File: src/rtl/hover_controller.sv
// hover_controller: debounced button cursor over the catalog grid or basket slots, with select events
// Ports: CLK/RST (sync, active-high); BTN raw active-low {select,down,right,left}; SW2 mode (0 catalog, 1 basket);
// FrameStart loads HighlightedProductList; BasketCount occupied slots; SelectValid/SelectID/SelectMode select event.
module hover_controller #(
  parameter int DEBOUNCE_CYCLES = 500000,
  parameter int DB_CNT_WIDTH = 19,
  parameter int NUM_PRODUCTS = 12
) (
  input  logic                    CLK,
  input  logic                    RST,
  input  logic [3:0]              BTN,
  input  logic                    SW2,
  input  logic                    FrameStart,
  input  logic [3:0]              BasketCount,
  output logic [NUM_PRODUCTS-1:0] HighlightedProductList,
  output logic                    SelectValid,
  output logic [3:0]              SelectID,
  output logic                    SelectMode
);
  typedef enum logic [1:0] {RELEASED, PRESS_WAIT, PRESSED, RELEASE_WAIT} db_state_t;
  localparam logic [DB_CNT_WIDTH-1:0] DB_LAST = DB_CNT_WIDTH'(DEBOUNCE_CYCLES);
  logic [3:0] r_btn_s1, r_btn_s2;
  logic r_sw_s1, r_sw_s2, r_sw_d;
  db_state_t [3:0] r_st, w_st_nx;
  logic [3:0][DB_CNT_WIDTH-1:0] r_cnt, w_cnt_nx;
  logic [3:0] w_lvl, w_ev, w_act;
  logic [3:0] r_cat, r_bsk, w_cat_nx, w_bsk_nx, w_n, w_nm1;
  logic [1:0] w_row, w_col;
  logic w_mode, w_sel, w_left, w_right, w_down, w_fire;
  logic [NUM_PRODUCTS-1:0] w_hl_nx;
  assign w_lvl = ~r_btn_s2;
  assign w_mode = r_sw_s2;
  always_comb begin
    for (int i = 0; i < 4; i++) begin
      w_st_nx[i] = r_st[i];
      w_cnt_nx[i] = r_cnt[i];
      w_ev[i] = 1'b0;
      case (r_st[i])
        RELEASED: if (w_lvl[i]) begin
          w_st_nx[i] = PRESS_WAIT;
          w_cnt_nx[i] = '0;
        end
        PRESS_WAIT: if (!w_lvl[i]) begin
          w_st_nx[i] = RELEASED;
          w_cnt_nx[i] = '0;
        end else if (r_cnt[i] + DB_CNT_WIDTH'(1) == DB_LAST) begin
          w_st_nx[i] = PRESSED;
          w_cnt_nx[i] = '0;
          w_ev[i] = 1'b1;
        end else w_cnt_nx[i] = r_cnt[i] + DB_CNT_WIDTH'(1);
        PRESSED: if (!w_lvl[i]) begin
          w_st_nx[i] = RELEASE_WAIT;
          w_cnt_nx[i] = '0;
        end
        RELEASE_WAIT: if (w_lvl[i]) begin
          w_st_nx[i] = PRESSED;
          w_cnt_nx[i] = '0;
        end else if (r_cnt[i] + DB_CNT_WIDTH'(1) == DB_LAST) begin
          w_st_nx[i] = RELEASED;
          w_cnt_nx[i] = '0;
        end else w_cnt_nx[i] = r_cnt[i] + DB_CNT_WIDTH'(1);
        default: begin
          w_st_nx[i] = RELEASED;
          w_cnt_nx[i] = '0;
        end
      endcase
    end
  end
  // events are discarded in the cycle the synced mode switch changes
  assign w_act = (r_sw_s2 != r_sw_d) ? 4'b0 : w_ev;
  assign w_sel = w_act[3];
  assign w_left = w_act[0] & ~w_act[3];
  assign w_right = w_act[1] & ~|{w_act[3], w_act[0]};
  assign w_down = w_act[2] & ~|{w_act[3], w_act[1:0]};
  assign w_row = r_cat[3:2];
  assign w_col = r_cat[1:0];
  assign w_n = BasketCount;
  assign w_nm1 = w_n - 4'd1;
  assign w_cat_nx = w_mode ? r_cat :
                    w_left ? {w_row, w_col - 2'd1} :
                    w_right ? {w_row, w_col + 2'd1} :
                    w_down ? {(w_row == 2'd2) ? 2'd0 : w_row + 2'd1, w_col} : r_cat;
  // clamping to the occupied range wins over any movement in the same cycle
  assign w_bsk_nx = (w_n == 4'd0) ? 4'd0 :
                    (r_bsk >= w_n) ? w_nm1 :
                    !w_mode ? r_bsk :
                    w_left ? ((r_bsk == 4'd0) ? w_nm1 : r_bsk - 4'd1) :
                    (w_right | w_down) ? ((r_bsk == w_nm1) ? 4'd0 : r_bsk + 4'd1) : r_bsk;
  assign w_fire = w_sel & (~w_mode | (w_n != 4'd0));
  assign w_hl_nx = w_mode ? ((w_n != 4'd0) ? NUM_PRODUCTS'(1) << r_bsk : '0) : NUM_PRODUCTS'(1) << r_cat;
  always_ff @(posedge CLK) begin
    if (RST) begin
      r_btn_s1 <= 4'hF;
      r_btn_s2 <= 4'hF;
      r_sw_s1 <= 1'b0;
      r_sw_s2 <= 1'b0;
      r_sw_d <= 1'b0;
      for (int i = 0; i < 4; i++) begin
        r_st[i] <= RELEASED;
        r_cnt[i] <= '0;
      end
      r_cat <= 4'd0;
      r_bsk <= 4'd0;
      HighlightedProductList <= '0;
      SelectValid <= 1'b0;
      SelectID <= 4'd0;
      SelectMode <= 1'b0;
    end else begin
      r_btn_s1 <= BTN;
      r_btn_s2 <= r_btn_s1;
      r_sw_s1 <= SW2;
      r_sw_s2 <= r_sw_s1;
      r_sw_d <= r_sw_s2;
      r_st <= w_st_nx;
      r_cnt <= w_cnt_nx;
      r_cat <= w_cat_nx;
      r_bsk <= w_bsk_nx;
      if (FrameStart) HighlightedProductList <= w_hl_nx;
      SelectValid <= w_fire;
      if (w_fire) begin
        SelectID <= w_mode ? r_bsk : r_cat;
        SelectMode <= w_mode;
      end
    end
  end
endmodule

File: config.mk
export PLATFORM = sky130hd
export DESIGN_NAME = hover_controller
export DESIGN_NICKNAME = d
export VERILOG_FILES = /design/src/rtl/hover_controller.sv
export SDC_FILE = /design/constraint.sdc
export NUM_CORES = 1
export LEC_CHECK = 0
export CAP_MARGIN = 15
export CORE_MARGIN = 1
export CORE_UTILIZATION = 35
export CTS_CLUSTER_SIZE = 16
export DETAILED_ROUTE_END_ITERATION = 12
export SLEW_MARGIN = 20
export SYNTH_ARGS = -nofsm -noshare
export SYNTH_HDL_FRONTEND = slang
export SYNTH_SLANG_ARGS = --single-unit
File: constraint.sdc
create_clock -name CLK -period 3.3 [get_ports CLK]
set_input_delay 0.99 -clock CLK [delete_from_list [all_inputs] [get_ports CLK]]
set_output_delay 0.99 -clock CLK [all_outputs]
set_load 0.05 [all_outputs]
==> metrics.log, run 1 <==
INFO  metric areaGrowthSynthToFinish = 20.0%
INFO  metric post-route-drc-count = 0
INFO  metric maxSlewHeadroom = 0.336
INFO  metric htree_levels = 4
INFO  metric clock_tree_from_tritoncts = yes
INFO  metric synthesis.area = 7580 sq um
INFO  metric synth_nets = 1010
INFO  metric std_cell_rows = 53
INFO  metric finalClockSkew = 12.3 ps
INFO  metric synth_seq_cells = 121
INFO  metric syn_area_per_cell = 7.73 sq um
INFO  metric synth_async_sr_flop_share = 0
INFO  metric slowest_stage = or4_1
INFO  metric instances_no_fill = 1319
INFO  metric worst_setup_sp_type = flip-flop
INFO  metric initial_core_util = 0.359
INFO  metric grtUsageTotal = 0.181
INFO  metric placeableCoreArea = 21200 sq um
INFO  metric postRouteAntennaNets = 0
INFO  metric maxCapViolCount = 0
INFO  metric place.detailed.hpwl = 13500 um
INFO  metric first_pass_iters = 4
INFO  metric setup_violations = 0
INFO  metric mostFrequentLayoutCell = dfxtp_1
INFO  metric grt_antenna_before_repair = 0
INFO  metric crit_required = 3620 ps
INFO  metric cts_made_buffers = 17
INFO  metric fin_crit_sh = 0.922
INFO  metric yosys_warnings = 0
INFO  metric result_of_the_run = finished clean
INFO  metric worst_hold_path_type = flip-flop to flip-flop
INFO  metric finalPower = 4.29 mW
INFO  metric worst-path-max-fanout = 5
INFO  metric f_max = 0.329 GHz
INFO  metric drt-total-wl = 19400 um
INFO  metric crit_path_cell_trace = ha_1 > nand3_1 > or4_1 > or3_1 > a21oi_1 > and4b_1 > o31ai_1 > a21oi_1 > mux2_2
INFO  metric via_count = 7401
INFO  metric chipHeight = 149 um
INFO  metric insertedDiodeCount = 0
INFO  metric final_max_slew_viol_count = 0
INFO  metric synth_flop_cell = dfxtp_1
INFO  metric final.setup.tns = 0 ps
INFO  metric drive_above_1_share = 0.130
INFO  metric yosysUniqueCellTypes = 75
INFO  metric cts_clock_pin_slew_for_the_worst_setup_and_hold_paths = 60 ps
INFO  metric finalHoldViolations = 0
INFO  metric timing.setup.critical_path_class = flip-flop to flip-flop
INFO  metric grt_max_degree = 59
INFO  metric max_slew.worst_pin.slew = 992 ps
INFO  metric critical_path_arrival = 3360 ps
INFO  metric cts-root-to-sink-buffers = 2
INFO  metric dieArea = 22300 sq um
INFO  metric leading_cell_types_in_the_layout_fill_and_taps_excluded = dfxtp_1 (121), nor2_1 (96), a21oi_1 (88)
INFO  metric static-leakage-power = 3.15 nW
INFO  metric post_synth_inst_count = 981
INFO  metric numPlacedInstances = 1287
INFO  metric yosys_top_cell_by_area = dfxtp_1
INFO  metric gp_routability_congestion = 0.876
INFO  metric first_pass_grt_wire_length = 33000 um
INFO  metric io_pins = 30
INFO  metric critical_path.max_stage_delay = 580 ps
INFO  metric numPortBuffers = 29
INFO  metric unrepaired_setup_endpoints_after_global_routing = no
INFO  metric die_x = 149 um
INFO  metric vdd_ir_drop_max = 0.282 mV
INFO  metric clock_sink_count = 121
INFO  metric synth_sequential_area_ratio = 0.319
INFO  metric routed_via_density = 5.61
INFO  metric yosys.area.top_type_share = 0.319
INFO  metric power_density = 471 nW/um^2
INFO  metric clk-insertion-delay-late = 430 ps
INFO  metric core_utilization_of_the_finished_layout = 0.430
INFO  metric whs = 404 ps
INFO  metric wl_per_cell = 14.7 um
INFO  metric period_needed = 3040 ps
INFO  metric first_global_vias = 6886
INFO  metric cts.root.buffer_cell = clkbuf_16
INFO  metric worst_setup_path_end_kind = flip-flop
INFO  metric synth_enable_flop_cells = 0
INFO  metric cts_hold_buf = 0
INFO  metric synth.area.top_cells = dfxtp_1 (32%), a21oi_1 (5.8%), nor2_1 (4.8%)
INFO  metric global_route.overflow_total = 0
INFO  metric crit_top_cell = a21oi_1
INFO  metric drtIter0Drc = 431
INFO  metric finish.net_count = 1060
==> registers in the layout, indices dropped and copies added (netlist names), named ones only <==
register	flops
HighlightedProductList	12
SelectID	4
SelectMode	1
SelectValid	1
r_bsk	4
r_btn_s1	4
r_btn_s2	4
r_cat	4
r_cnt	76
r_st	4
r_sw_d	1
r_sw_s1	1
r_sw_s2	1
==> kinds of logic after synthesis <==
group                    count (synthesis)  share of synthesized area
AND/OR/NAND/NOR                        443                      0.325
adder cells (fa/ha/maj)                 17                     0.0280
multiplexers                            13                     0.0177
AO/OA/AOI/OAI                          271                      0.230
buffers and inverters                   86                     0.0447
flip-flops                             121                      0.319
XOR/XNOR                                30                     0.0346
==> synthesized netlist by cell type (22+ instances only) <==
library cell and number:
or3_1 37, nand2_1 62, a21oi_1 88, nand3_1 45
o21ai_0 59, nand4_1 26, a211oi_1 26, dfxtp_1 121
inv_1 29, clkbuf_1 43, nor2_1 96, nor3_1 25
xnor2_1 22
==> power by group <==
group	internal, mW	switching, mW	leakage (nW)
logic	0.308	0.443	1.87
clock network	1.30	0.700	0.294
registers	1.50	0.0407	0.980
==> worst max-delay path: cells and delay by family (launching register included) <==
kind                       cells  cell delay [ps]
AOI/OAI and AO/OA              3              520
and+or+nand+nor                4             1500
DFF                            1              390
muxes                          1              340
adders and majority gates      1              190
==> area by class of cell <==
type                    instances  area [sq um]
clock buffers                  20           457
clock inverters                12           173
fillers                      2133         12000
inverters                      29           109
multi-input cells             774          4840
flip-flops and latches        121          2420
well taps                     275           344
repair buffers                 88           756
==> path summary, 6_finish.rpt <==
path | startpoint | endpoint | slack [ps] | cells after the start
worst max register to register | r_cnt[57] | r_cat[1] | 260 | 9
worst min register to register | r_btn_s1[0] | r_btn_s2[0] | 400 | 1
worst max-delay path | r_cnt[57] | r_cat[1] | 260 | 9
worst min-delay path | r_btn_s1[0] | r_btn_s2[0] | 400 | 1
==> through the flow <==
stage               area [sq um]  setup slack, ps
finish                      9100              258
global route                9100             18.9
CTS                         9080              111
detailed placement          8450            -98.7
global placement            8450            -53.1
floorplan                   7580              377
==> routing by layer <==
layer / global-route usage / vias up / part of all wire
met4: 0.0673 / 0 / 0.018
met1: 0.238 / 3477 / 0.49
met2: 0.292 / 148 / 0.45
li1: - / 3747 / -
met5: 0 / - / 0
met3: 0.0355 / 29 / 0.039
==> repair_timing <==
action                     in CTS  in global routing
setup buffers                   0                  0
setup endpoints to repair       0                  9
resized for setup               0                  5
hold endpoints to repair        0                  0
Note: power is estimated with default switching activity, not from simulation.
==> run 2, diff against run 1 <==
- GPL_ROUTABILITY_DRIVEN: unset -> 0
==> results of run 2 <==
Same layout as run 1: the final DEF is identical, and so are final timing and power.
==> run 3, diff against run 2 <==
- CAP_MARGIN: 15 -> 25
==> run 3 against run 2 <==
Compared with the run above: combinational power about the same; via count grew 0.70%; non-clock buffer count increased by 1; wire length about the same; global-route usage did not move; first-iteration DRC count is 1.4% higher; clock skew fell by 2.0 ps; utilization about the same; total power grew 0.11%; hold slack gained 1.3 ps; register-to-register slack is essentially flat; clock power barely moved; critical endpoint unchanged; largest cell class unchanged; largest power group unchanged.
==> metrics.log, run 3 (same netlist as run 1, synthesis figures left out) <==
INFO  metric result_of_the_run = finished clean
INFO  metric final_max_slew_viol_count = 0 (unchanged)
INFO  metric finalClockSkew = 10.3 ps (-1.99 ps)
INFO  metric slowest_stage = or4_1
INFO  metric f_max = 0.329 GHz (about the same)
INFO  metric grt_max_degree = 59 (unchanged)
INFO  metric cts-root-to-sink-buffers = 2 (unchanged)
INFO  metric total_area_of_sequential_cells = 2420 sq um (unchanged)
INFO  metric placement.cell_area = 8450 sq um (unchanged)
INFO  metric numPlacedInstances = 1287 (unchanged)
INFO  metric cts_clock_pin_slew_for_the_worst_setup_and_hold_paths = 60 ps (about the same)
INFO  metric worst_setup_sp_type = flip-flop
INFO  metric largest_register_ff_count = 76 (unchanged)
INFO  metric drive_above_1_share = 0.131 (+0.000832)
INFO  metric worst_hold_path_type = flip-flop to flip-flop
INFO  metric postRouteAntennaNets = 0 (unchanged)
INFO  metric std_cell_rows = 53 (unchanged)
INFO  metric routed_via_density = 5.65 (+0.63%)
INFO  metric insertedDiodeCount = 0 (unchanged)
INFO  metric drt-total-wl = 19400 um (about the same)
INFO  metric maxCapViolCount = 0 (unchanged)
INFO  metric clock_tree_from_tritoncts = yes
INFO  metric static-leakage-power = 3.15 nW (+0.14%)
INFO  metric worst_setup_path_end_kind = flip-flop
INFO  metric initial_core_util = 0.359 (unchanged)
INFO  metric clock_sink_count = 121 (unchanged)
INFO  metric first_pass_grt_wire_length = 33000 um (unchanged)
INFO  metric post-route-drc-count = 0 (unchanged)
INFO  metric worst-path-buf-inv = 0 (unchanged)
INFO  metric worst-path-max-fanout = 5 (unchanged)
INFO  metric max_slew.worst_pin.slew = 636 ps (-356 ps)
INFO  metric placeableCoreArea = 21200 sq um (unchanged)
INFO  metric crit_path_cell_trace = ha_1 > nand3_1 > or4_1 > or3_1 > a21oi_1 > and4b_1 > o31ai_1 > a21oi_1 > mux2_2
INFO  metric path_delay_family = simple AND/OR/NAND/NOR gates
INFO  metric period_needed = 3040 ps (+2.01 ps)
INFO  metric dp_worst_setup_slack = -98.7 ps (unchanged)
INFO  metric fin_ws = 256 ps (-2.00 ps)
INFO  metric finalPower = 4.29 mW (+0.11%)
INFO  metric wl_per_cell = 14.7 um (about the same)
INFO  metric cts_made_buffers = 17 (unchanged)
INFO  metric global_route.overflow_total = 0 (unchanged)
INFO  metric finalHoldViolations = 0 (unchanged)
INFO  metric clk-insertion-delay-late = 430 ps (about the same)
INFO  metric grtUsageTotal = 0.181 (unchanged)
INFO  metric final.setup.tns = 0 ps (unchanged)
INFO  metric setup_violations = 0 (unchanged)
INFO  metric grt_antenna_before_repair = 0 (unchanged)
INFO  metric area_of_all_placed_cells_without_fillers = 9110 sq um (about the same)
INFO  metric mostFrequentLayoutCell = dfxtp_1
INFO  metric timing.setup.critical_path_class = flip-flop to flip-flop
INFO  metric critical_path.max_stage_delay = 580 ps (about the same)
INFO  metric cts_hold_buf = 0 (unchanged)
INFO  metric maxSlewHeadroom = 0.576 (+0.240)
INFO  metric htree_levels = 4 (unchanged)
INFO  metric via_count = 7453 (+0.70%)
INFO  metric numPortBuffers = 29 (unchanged)
INFO  metric instances_no_fill = 1320 (+0.076%)
INFO  metric core_utilization_of_the_finished_layout = 0.431 (about the same)
INFO  metric die_x = 149 um (unchanged)
INFO  metric critical_path_arrival = 3360 ps (about the same)
INFO  metric post-cts-setup-buffers = 0 (unchanged)
INFO  metric cts.root.buffer_cell = clkbuf_16
INFO  metric finish.net_count = 1061 (+0.094%)
INFO  metric crit_required = 3620 ps (about the same)
INFO  metric drtIter0Drc = 437 (+1.4%)
INFO  metric vdd_ir_drop_max = 0.284 mV (+0.77%)
INFO  metric largestRegisters = r_cnt: 76 flops, HighlightedProductList: 12 flops
INFO  metric whs = 405 ps (+1.34 ps)
INFO  metric first_global_vias = 6886 (unchanged)
INFO  metric io_pins = 30 (unchanged)
INFO  metric fillerInstances = 2133 (unchanged)
INFO  metric crit_top_cell = a21oi_1
INFO  metric first_pass_iters = 5 (+1)
INFO  metric place.detailed.hpwl = 13500 um (unchanged)
INFO  metric leading_cell_types_in_the_layout_fill_and_taps_excluded = dfxtp_1 (121), nor2_1 (96), a21oi_1 (88)
INFO  metric chipHeight = 149 um (unchanged)
INFO  metric multiInputGateArea = 4840 sq um (unchanged)
INFO  metric unrepaired_setup_endpoints_after_global_routing = no
INFO  metric fin_crit_sh = 0.922 (about the same)
INFO  metric areaGrowthSynthToFinish = 20.1% (about the same)
INFO  metric max_flop_register = r_cnt
INFO  metric power_density = 471 nW/um^2 (about the same)
INFO  metric dieArea = 22300 sq um (unchanged)
==> run 3: what timing repair did <==
action                                 4_1_cts  5_1_grt
endpoints found under the hold margin        0        0
setup endpoints to repair                    0        9
resized for setup                            0        5
==> run 3: area by class of cell <==
class,count,share of cell area
multi-input combinational,774,0.532
clock inverter,12,0.0189
sequential,121,0.266
timing repair buffer,89,0.0838
inverter,29,0.0119
tap,275,0.0378
clock buffer,20,0.0501
==> run 3: power by group <==
part | leakage [nW] | switching, mW | internal (mW) | total, mW
combinational | 1.88 | 0.443 | 0.309 | 0.752
clock | 0.294 | 0.703 | 1.30 | 2.00
sequential | 0.980 | 0.0410 | 1.50 | 1.54
total | 3.15 | 1.19 | 3.11 | 4.29
==> run 3: worst paths after layout <==
kind,start,to,slack [ps],cells past startpoint
min reg2reg,r_btn_s1[0],r_btn_s2[0],400,1
max reg2reg,r_cnt[57],r_cat[1],260,9
max,r_cnt[57],r_cat[1],260,9
min,r_btn_s1[0],r_btn_s2[0],400,1
==> run 3: routing by layer <==
layer | up-vias | GRT usage | routed length [um]
li1 | 3754 | - | -
met1 | 3499 | 0.238 | 9400
met2 | 165 | 0.292 | 8780
met3 | 35 | 0.0355 | 839
met4 | 0 | 0.0673 | 388
met5 | - | 0 | 0
